===== src/rtl/hilo_muldiv_unit.sv =====
// hilo_muldiv_unit: iterative MULT/MULTU/DIV/DIVU unit owning the HI/LO pair.
// Ports: clk, rst (async, active-low), start, op[2:0], srca, srcb, cancel in;
//        busy, done, stall, hi, lo out. Optional macro: MULDIV_EARLY_OUT_EN.
module hilo_muldiv_unit #(
    parameter int WIDTH = 32,
    parameter int CNT_W = $clog2(WIDTH)
) (
    input  logic             clk,
    input  logic             rst,
    input  logic             start,
    input  logic [2:0]       op,
    input  logic [WIDTH-1:0] srca,
    input  logic [WIDTH-1:0] srcb,
    input  logic             cancel,
    output logic             busy,
    output logic             done,
    output logic             stall,
    output logic [WIDTH-1:0] hi,
    output logic [WIDTH-1:0] lo
);
    localparam int W2 = 2 * WIDTH;

    typedef enum logic [1:0] {IDLE, CALC, FIX} state_t;

    state_t           state_q, state_d;
    logic [CNT_W-1:0] cnt_q, cnt_d;
    logic [W2-1:0]    acc_q, acc_d;
    logic [W2-1:0]    mc_q, mc_d;
    logic [WIDTH-1:0] mq_q, mq_d;
    logic [WIDTH-1:0] hi_q, hi_d;
    logic [WIDTH-1:0] lo_q, lo_d;
    logic             div_q, div_d;
    logic             negq_q, negq_d;
    logic             negr_q, negr_d;
    logic             done_q, done_d;

    logic             req, issue, sgn, last;
    logic [WIDTH-1:0] a_abs, b_abs;
    logic [WIDTH:0]   trial;
    logic [W2-1:0]    prod;
    logic [WIDTH-1:0] quot, rem, quot_fix, rem_fix;

    assign req   = start & ~cancel;
    assign issue = req & ~op[2];
    // op 0 and 2 are the signed variants
    assign sgn   = ~op[0];
    assign a_abs = (sgn & srca[WIDTH-1]) ? -srca : srca;
    assign b_abs = (sgn & srcb[WIDTH-1]) ? -srcb : srcb;

    // acc holds {remainder, quotient}; divisor sits in mc low half
    assign trial = acc_q[W2-1:WIDTH-1] - {1'b0, mc_q[WIDTH-1:0]};

    assign prod     = negq_q ? -acc_q : acc_q;
    assign quot     = acc_q[WIDTH-1:0];
    assign rem      = acc_q[W2-1:WIDTH];
    // divide by zero leaves rem=|a|, so sign fix restores original srca
    assign quot_fix = (mc_q[WIDTH-1:0] == '0) ? '1 :
                      (negq_q ? -quot : quot);
    assign rem_fix  = negr_q ? -rem : rem;

`ifdef MULDIV_EARLY_OUT_EN
    assign last = (cnt_q == CNT_W'(WIDTH - 1)) |
                  (~div_q & (mq_q[WIDTH-1:1] == '0));
`else
    assign last = (cnt_q == CNT_W'(WIDTH - 1));
`endif

    always_comb begin
        state_d = state_q;
        cnt_d   = cnt_q;
        acc_d   = acc_q;
        mc_d    = mc_q;
        mq_d    = mq_q;
        hi_d    = hi_q;
        lo_d    = lo_q;
        div_d   = div_q;
        negq_d  = negq_q;
        negr_d  = negr_q;
        done_d  = 1'b0;
        unique case (state_q)
            IDLE: begin
                if (issue) begin
                    state_d = CALC;
                    cnt_d   = '0;
                    div_d   = op[1];
                    negq_d  = sgn & (srca[WIDTH-1] ^ srcb[WIDTH-1]);
                    negr_d  = sgn & srca[WIDTH-1];
                    if (op[1]) begin
                        acc_d = {{WIDTH{1'b0}}, a_abs};
                        mc_d  = {{WIDTH{1'b0}}, b_abs};
                        mq_d  = '0;
                    end else begin
                        acc_d = '0;
                        mc_d  = {{WIDTH{1'b0}}, a_abs};
                        mq_d  = b_abs;
                    end
                end else if (req && op == 3'd4) begin
                    hi_d = srca;
                end else if (req && op == 3'd5) begin
                    lo_d = srca;
                end
            end
            CALC: begin
                if (cancel) begin
                    state_d = IDLE;
                end else begin
                    cnt_d = cnt_q + 1'b1;
                    if (div_q) begin
                        if (!trial[WIDTH])
                            acc_d = {trial[WIDTH-1:0],
                                     acc_q[WIDTH-2:0], 1'b1};
                        else
                            acc_d = {acc_q[W2-2:0], 1'b0};
                    end else begin
                        acc_d = acc_q + (mq_q[0] ? mc_q : '0);
                        mc_d  = mc_q << 1;
                        mq_d  = mq_q >> 1;
                    end
                    if (last)
                        state_d = FIX;
                end
            end
            FIX: begin
                state_d = IDLE;
                if (!cancel) begin
                    done_d = 1'b1;
                    if (div_q) begin
                        lo_d = quot_fix;
                        hi_d = rem_fix;
                    end else begin
                        hi_d = prod[W2-1:WIDTH];
                        lo_d = prod[WIDTH-1:0];
                    end
                end
            end
            default: state_d = IDLE;
        endcase
    end

    always_ff @(posedge clk or negedge rst) begin
        if (!rst) begin
            state_q <= IDLE;
            cnt_q   <= '0;
            acc_q   <= '0;
            mc_q    <= '0;
            mq_q    <= '0;
            hi_q    <= '0;
            lo_q    <= '0;
            div_q   <= 1'b0;
            negq_q  <= 1'b0;
            negr_q  <= 1'b0;
            done_q  <= 1'b0;
        end else begin
            state_q <= state_d;
            cnt_q   <= cnt_d;
            acc_q   <= acc_d;
            mc_q    <= mc_d;
            mq_q    <= mq_d;
            hi_q    <= hi_d;
            lo_q    <= lo_d;
            div_q   <= div_d;
            negq_q  <= negq_d;
            negr_q  <= negr_d;
            done_q  <= done_d;
        end
    end

    assign busy  = (state_q != IDLE);
    assign stall = busy | issue;
    assign done  = done_q;
    assign hi    = hi_q;
    assign lo    = lo_q;

endmodule


===== config.mk =====
export PLATFORM = sky130hd
export DESIGN_NAME = hilo_muldiv_unit
export DESIGN_NICKNAME = d
export VERILOG_FILES = /design/src/rtl/hilo_muldiv_unit.sv
export SDC_FILE = /design/constraint.sdc
export NUM_CORES = 1
export LEC_CHECK = 0
export ABC_AREA = 1
export CORE_AREA = 3 3 218 263
export DETAILED_ROUTE_END_ITERATION = 16
export DIE_AREA = 0 0 221 266
export SLEW_MARGIN = 30
export SYNTH_ARGS = -nofsm -noshare
export SYNTH_HDL_FRONTEND = slang
export SYNTH_SLANG_ARGS = --single-unit

===== constraint.sdc =====
create_clock -name clk -period 3.35 [get_ports clk]
set_input_delay 0.67 -clock clk [delete_from_list [all_inputs] [get_ports clk]]
set_output_delay 0.67 -clock clk [all_outputs]
set_load 0.01 [all_outputs]

Word level (Yosys, flattened, before mapping):

Cells that the tools add are included.

* add/subtract/negate cells: 8
* multipliers: 0
* div/mod/pow operators: 0
* $lt $le $gt $ge: 0
* eq/ne operators: 14
* shifts and indexed selects: 0
* muxes and demuxes: 43
* bitwise gates (word level): 10
* reduce and logical (&&, ||, !) cells: 13

Operator list (count)
* $mux W32: 20
* $mux W64: 9
* $pmux W64 S2: 2
* $pmux W32 S2: 3
* $neg A32 Y32: 4
* $add A64 B64 Y64: 1
* $neg A64 Y64: 1
* $sub A33 B32 Y33: 1
* $logic_not A32 Y1: 1
* $ne A2 B2 Y1 const B: 8
* $mux W5: 2
* $pmux W5 S2: 1
* $reduce_and A4 Y1: 2
* $eq A3 B3 Y1 const B: 2
* $mux W2: 3
* $reduce_bool A2 Y1: 3
* $add A5 B1 Y5 const B: 1
* $and A1 B1 Y1: 5
* $eq A5 B5 Y1 const B: 1
* $reduce_and A5 Y1: 1
* $pmux W2 S2: 1
* $reduce_and A2 Y1: 2
* $ne A3 B3 Y1 const B: 1
* $not A1 Y1: 3
* 8 further kinds: 10

* bits in registers: 235
* bits in latches: 0
* memory bits (writable): 0
* ROM bits: 0
* input port bits: 71
* output and inout port bits: 67
* word-level logic and storage cells: 99
* memories: 0

Longest topological paths before layout:

* word-level depth: 7
* mapped depth: 21
* gate-level depth less buffers: 19

Least setup slack after synthesis:

OpenSTA, ideal clock, no wires.

* path kind: reg-to-reg
* start: reg mq_q[0]
* end: reg acc_q[28]
* data arrival time: 2447 ps
* path slack: 785 ps
* stages on the path, launching flop included: 19
* clock period less this slack: 2565 ps
* cells stage by stage: dfrtp_1 > clkbuf_1 > clkbuf_1 > nand2_1 > inv_1 > ha_1 > fa_1 > nand3_1 > nand3_1 > nand2_1 > nand2_1 > nand2_1 > nand2_1 > nand2_1 > nand2_1 > a21oi_1 > o21ai_0 > a21oi_1 > nor2_1

* cells in the longest elaborated chain, start to end: 5

RTL lines
* from (decl): RTL line 29 `logic [WIDTH-1:0] mq_q, mq_d;`
* from (signal assigned): RTL line 158 `mq_q <= mq_d;`
* $mux W64: RTL line 115 `acc_d = acc_q + (mq_q[0] ? mc_q : '0);`
* $add A64 B64 Y64: RTL line 115
* $mux W64: RTL line 108 `if (div_q) begin`
* $mux W64: RTL line 104 `if (cancel) begin`
* $pmux W64 S2: RTL line 80 `unique case (state_q)`
* to (signal assigned): RTL line 144 `acc_q <= '0;`
* to (signal assigned): RTL line 156 `acc_q <= acc_d;`
* to (decl): RTL line 27 `logic [W2-1:0] acc_q, acc_d;`

No other way between the ends. The select of a mux whose other input is x is not followed.
A chain may end at the register's enable or synchronous reset.

Worst setup path in the final report:

* start: reg mc_q[0]
* end: reg acc_q[59]

* cells in the longest elaborated chain, start to end: 5
* elaborated cells on any way between the ends: 7
* classes of those cells: add/sub (2); mux (5)

RTL lines
* from (decl): RTL line 28 `logic [W2-1:0] mc_q, mc_d;`
* from (signal assigned): RTL line 157 `mc_q <= mc_d;`
* $mux W64 or $sub A33 B32 Y33 (tied branches): RTL line 115, 51
* $add A64 B64 Y64 or $mux W64 (tied branches): RTL line 115, 109
* $mux W64 (*): RTL line 108
* $mux W64 (*): RTL line 104
* $pmux W64 S2 (*): RTL line 80

Mark *: on every way between the ends. The rest lies on a longest branch, timed or not. The select of a mux whose other input is x is not followed.

==> impl_table.tex <==
\begin{tabular}{lr}
\hline
Metric & Value \\
\hline
\multicolumn{2}{l}{\textbf{Die}} \\
Initial Utilization & between 40\% and 50\% \\
Die area & 0.0588 sq mm \\
Die W & between 200 and 250 microns \\
Rows & 94 \\
Floorplan Core Area & between 0.05 and 0.06 sq mm \\
I/O pin cnt & 138 \\
Height of the die & 266 microns \\
\multicolumn{2}{l}{\textbf{CTS}} \\
Number of buffers inserted during clock tree synthesis & 29 \\
Clock-pin transition on the worst setup and hold timing paths & 0.07 ns \\
H-Tree Level Count & 1 \\
Total number of clock tree sinks & roughly 240 \\
Clock tree from TritonCTS & built \\
Clock Tree Buf Depth & 3 \\
CTS Hold Bufs & 0 \\
Clock Latency Late Sink & $\sim$0.62 ns \\
CTS Root Cell & sky130\_fd\_sc\_hd\_\_clkbuf\_16 \\
\multicolumn{2}{l}{\textbf{Route}} \\
Antenna Nets Post-Route & 0 \\
First-pass iteration count of the detailed router & 9 \\
DR DRC count & 0 \\
Initial detailed-routing violation count & just under 3000 \\
Total via count in the routed design & around 29000 \\
Average detailed-routed wire length per instance & between 20 and 25 microns \\
Total Routed Length & 118 mm \\
Number of vias per cell & $\sim$5.5 \\
\multicolumn{2}{l}{\textbf{Final layout}} \\
Area Growth Syn to Fin & 15.2\% \\
Post-layout utilization of the core & 51.9\% \\
\# nets final & between 4000 and 5000 \\
Share of final-layout standard cells stronger than drive strength 1 & 4.79\% \\
Post-route cell area & about 0.028 sq mm \\
\multicolumn{2}{l}{\textbf{Yosys}} \\
Count of cell types in the netlist & 52 \\
Number of synthesis warnings & 0 \\
Most area-hungry cell type in the Yosys netlist & sky130\_fd\_sc\_hd\_\_dfrtp\_1 \\
Dominant synthesized flop cell & sky130\_fd\_sc\_hd\_\_dfrtp\_1 \\
Sequential fraction of the synthesis area & 23.8\% \\
Post-synth EDFFs & 0 \\
FFs w/ async S/R, synth & 100\% \\
Proportion of netlist area held by the largest area contributor & a little under a quarter \\
Most common cell in the netlist & sky130\_fd\_sc\_hd\_\_nand2\_1 \\
Synth Instances & around 4300 \\
Synth area leaders & sky130\_fd\_sc\_hd\_\_dfrtp\_1 24\%, sky130\_fd\_sc\_hd\_\_nand2\_1 22\%, sky130\_fd\_sc\_hd\_\_inv\_1 12\% \\
Mean post-synth cell area & roughly 5.7 sq um \\
Netlist Area Pre-Place & between 0.02 and 0.025 sq mm \\
Most frequent cells after synthesis & 1462 x sky130\_fd\_sc\_hd\_\_nand2\_1, 772 x sky130\_fd\_sc\_hd\_\_inv\_1, 461 x sky130\_fd\_sc\_hd\_\_nor2\_1 \\
Number of register bits inferred by synthesis & approximately 240 \\
Number of nets produced by synthesis & about 4500 \\
\multicolumn{2}{l}{\textbf{Critical path}} \\
Crit end category & register \\
Worst EP required & between 3 and 4 ns \\
Crit path max-delay cell type & sky130\_fd\_sc\_hd\_\_dfrtp\_1 \\
Setup CP Type & register to register \\
Critical path launch point type & register \\
Top cell family by delay on the critical path & simple AND/OR/NAND/NOR gates \\
Crit path cell chain & buf\_4, ha\_1, inv\_1, fa\_1, nand2\_1, nand2\_1, nand3\_1, nand2\_1, nand2\_1, nand2\_2, nand2\_2, nand2\_1, nand2\_1, nand2\_4, nand2\_1, nand3\_1, nand3\_1, nand2\_1 \\
Top fanout value on the critical path & 33 \\
Worst path bufs/invs & 2 \\
Data arrival at the endpoint of the critical path & approximately 3.7 ns \\
Crit path top cell by count & sky130\_fd\_sc\_hd\_\_nand2\_1 \\
Worst stage delay on the critical path & $\sim$0.5 ns \\
\multicolumn{2}{l}{\textbf{Power}} \\
Maximum ir drop on the vdd rail & approximately 630 uV \\
Total power draw & approximately 0.024 W \\
Cell leakage power & about 16 nW \\
Total power density per cell area & between 800 and 900 mW/mm\^{}2 \\
\multicolumn{2}{l}{\textbf{STA}} \\
Slew at the pin closest to its max-slew limit & 0.964 ns \\
Tcrit/Tclk final & between 90\% and 100\% \\
Number of slew-limit violations in the final report & 0 \\
Final Skew & around 0.022 ns \\
Final sum of negative setup slack & 0 ns \\
RSZ-0062 raised after global routing & no \\
Achievable clock frequency & 317 MHz \\
Final hold viol count & 0 \\
Worst slew slack as a fraction of its limit & a little over a third \\
Worst hold slack across all endpoints & 0.00898 ns \\
Endpoints failing setup & 0 \\
Post-layout min period & 3.16 ns \\
\multicolumn{2}{l}{\textbf{Placed design}} \\
Final weighted congestion in routability-driven placement & 1.05 \\
Count of buffers inserted at the top-level ports & 137 \\
Area of placed instances & 0.0274 sq mm \\
Detailed placement HPWL & just under 100 mm \\
\multicolumn{2}{l}{\textbf{Run}} \\
Max-cap violations & 0 \\
\multicolumn{2}{l}{\textbf{GRT}} \\
Total global-route track usage & 38.8\% \\
Vias in the first global route & $\sim$27000 \\
Pin count of the biggest net entering global routing & 99 \\
Remaining global-route overflow & 0 \\
First-pass GRT wire length & 172 mm \\
Antenna violations before repair & 4 \\
\multicolumn{2}{l}{\textbf{Status}} \\
Status & completed \\
\multicolumn{2}{l}{\textbf{Min path}} \\
Hold/Removal Path Class & primary input to async pin \\
\hline
\end{tabular}
-- area by class of cell --
| cell class | instances | area [sq um] |
|---|---|---|
| multi-input combinational | 3194 | 15400 |
| antenna | 2 | 5.00 |
| fill | 6044 | 26300 |
| inverter | 782 | 2940 |
| tap | 720 | 901 |
| sequential | 235 | 5880 |
| timing repair buffer | 249 | 2300 |
| clock inverter | 19 | 298 |
| clock buffer | 35 | 778 |
-- where the power goes --
part           internal [W]  total (W)  switching [W]
logic               0.00465     0.0147         0.0101
registers           0.00373    0.00525        0.00152
clock network       0.00220    0.00368        0.00148
total                0.0106     0.0236         0.0131
-- cells in the final DEF (no fill, tap or decap), types with 7 or more instances in the layout --
cell,instances
sky130_fd_sc_hd__nand2_1,1462
sky130_fd_sc_hd__inv_1,772
sky130_fd_sc_hd__nor2_1,457
sky130_fd_sc_hd__nand3_1,390
sky130_fd_sc_hd__dfrtp_1,233
sky130_fd_sc_hd__a21oi_1,229
sky130_fd_sc_hd__o21ai_0,165
sky130_fd_sc_hd__clkdlybuf4s50_1,136
sky130_fd_sc_hd__buf_4,105
sky130_fd_sc_hd__ha_1,101
sky130_fd_sc_hd__xor2_1,78
sky130_fd_sc_hd__nor3_1,45
sky130_fd_sc_hd__nand4_1,43
sky130_fd_sc_hd__clkbuf_16,29
sky130_fd_sc_hd__a22oi_1,27
sky130_fd_sc_hd__o211ai_1,24
sky130_fd_sc_hd__a2bb2oi_1,21
sky130_fd_sc_hd__xnor2_1,15
sky130_fd_sc_hd__o31ai_2,12
sky130_fd_sc_hd__o21ai_1,10
sky130_fd_sc_hd__o221ai_1,10
sky130_fd_sc_hd__nand3b_1,9
sky130_fd_sc_hd__o22ai_1,9
sky130_fd_sc_hd__and2_1,8
sky130_fd_sc_hd__nor2_2,7
sky130_fd_sc_hd__a31oi_1,7
sky130_fd_sc_hd__or2_2,7
sky130_fd_sc_hd__bufinv_16,7
-- kinds of logic after synthesis --
group | share of synthesized area, %
muxes | 0.0405
and+or+nand+nor | 40.7
buffers and inverters | 14.1
xor gates and xnor gates | 3.30
AOI/OAI and AO/OA | 12.8
DFF | 23.8
adders and majority gates | 5.28
-- routing by layer --
metal  vias to the layer above  GRT usage (%)  wire, microns
met1                     13200           46.6          45100
met3                       330           6.31           9330
met4                         4           29.5          10800
li1                      13900              -              -
met2                      1290           62.5          52500
met5                         -              0             27
-- worst paths after layout --
check | from | endpoint | slack, ns | cells after the start
setup / recovery | mc_q[0]$_DFFE_PN0P_ | acc_q[59]$_DFFE_PN0P_ | 0.19 | 18
hold / removal | rst | lo[14]$_DFFE_PN0P_ | 0.009 | 1
setup reg to reg | mc_q[0]$_DFFE_PN0P_ | acc_q[59]$_DFFE_PN0P_ | 0.19 | 18
hold reg to reg | lo[27]$_DFFE_PN0P_ | lo[27]$_DFFE_PN0P_ | 0.49 | 2
max in group asynchronous | rst | mq_q[0]$_DFFE_PN0P_ | 2.43 | 2
min in group clk | lo[27]$_DFFE_PN0P_ | lo[27]$_DFFE_PN0P_ | 0.49 | 2
-- state kept, by name, summed over array words and instances, names as in the netlist --
signal and flops:
div_q 1, negq_q 1, acc_q 64, lo 32
cnt_q 5, done 1, mq_q 32, hi 32
negr_q 1, mc_q 64, state_q 2
-- timing repair --
item	CTS	global route
setup buffers	0	0
gates resized for setup	0	1
endpoints found under the setup margin	0	3
-- per-stage QoR --
| stage | std cells | worst slack (ns) |
|---|---|---|
| detailed placement | 5180 | 0.189 |
| global route | 5234 | 0.0518 |
| floorplan | 4336 | 0.785 |
| finish | 5236 | 0.191 |
| CTS | 5234 | 0.179 |
| global placement | 5180 | 0.181 |
(Power assumes the default switching activity.)
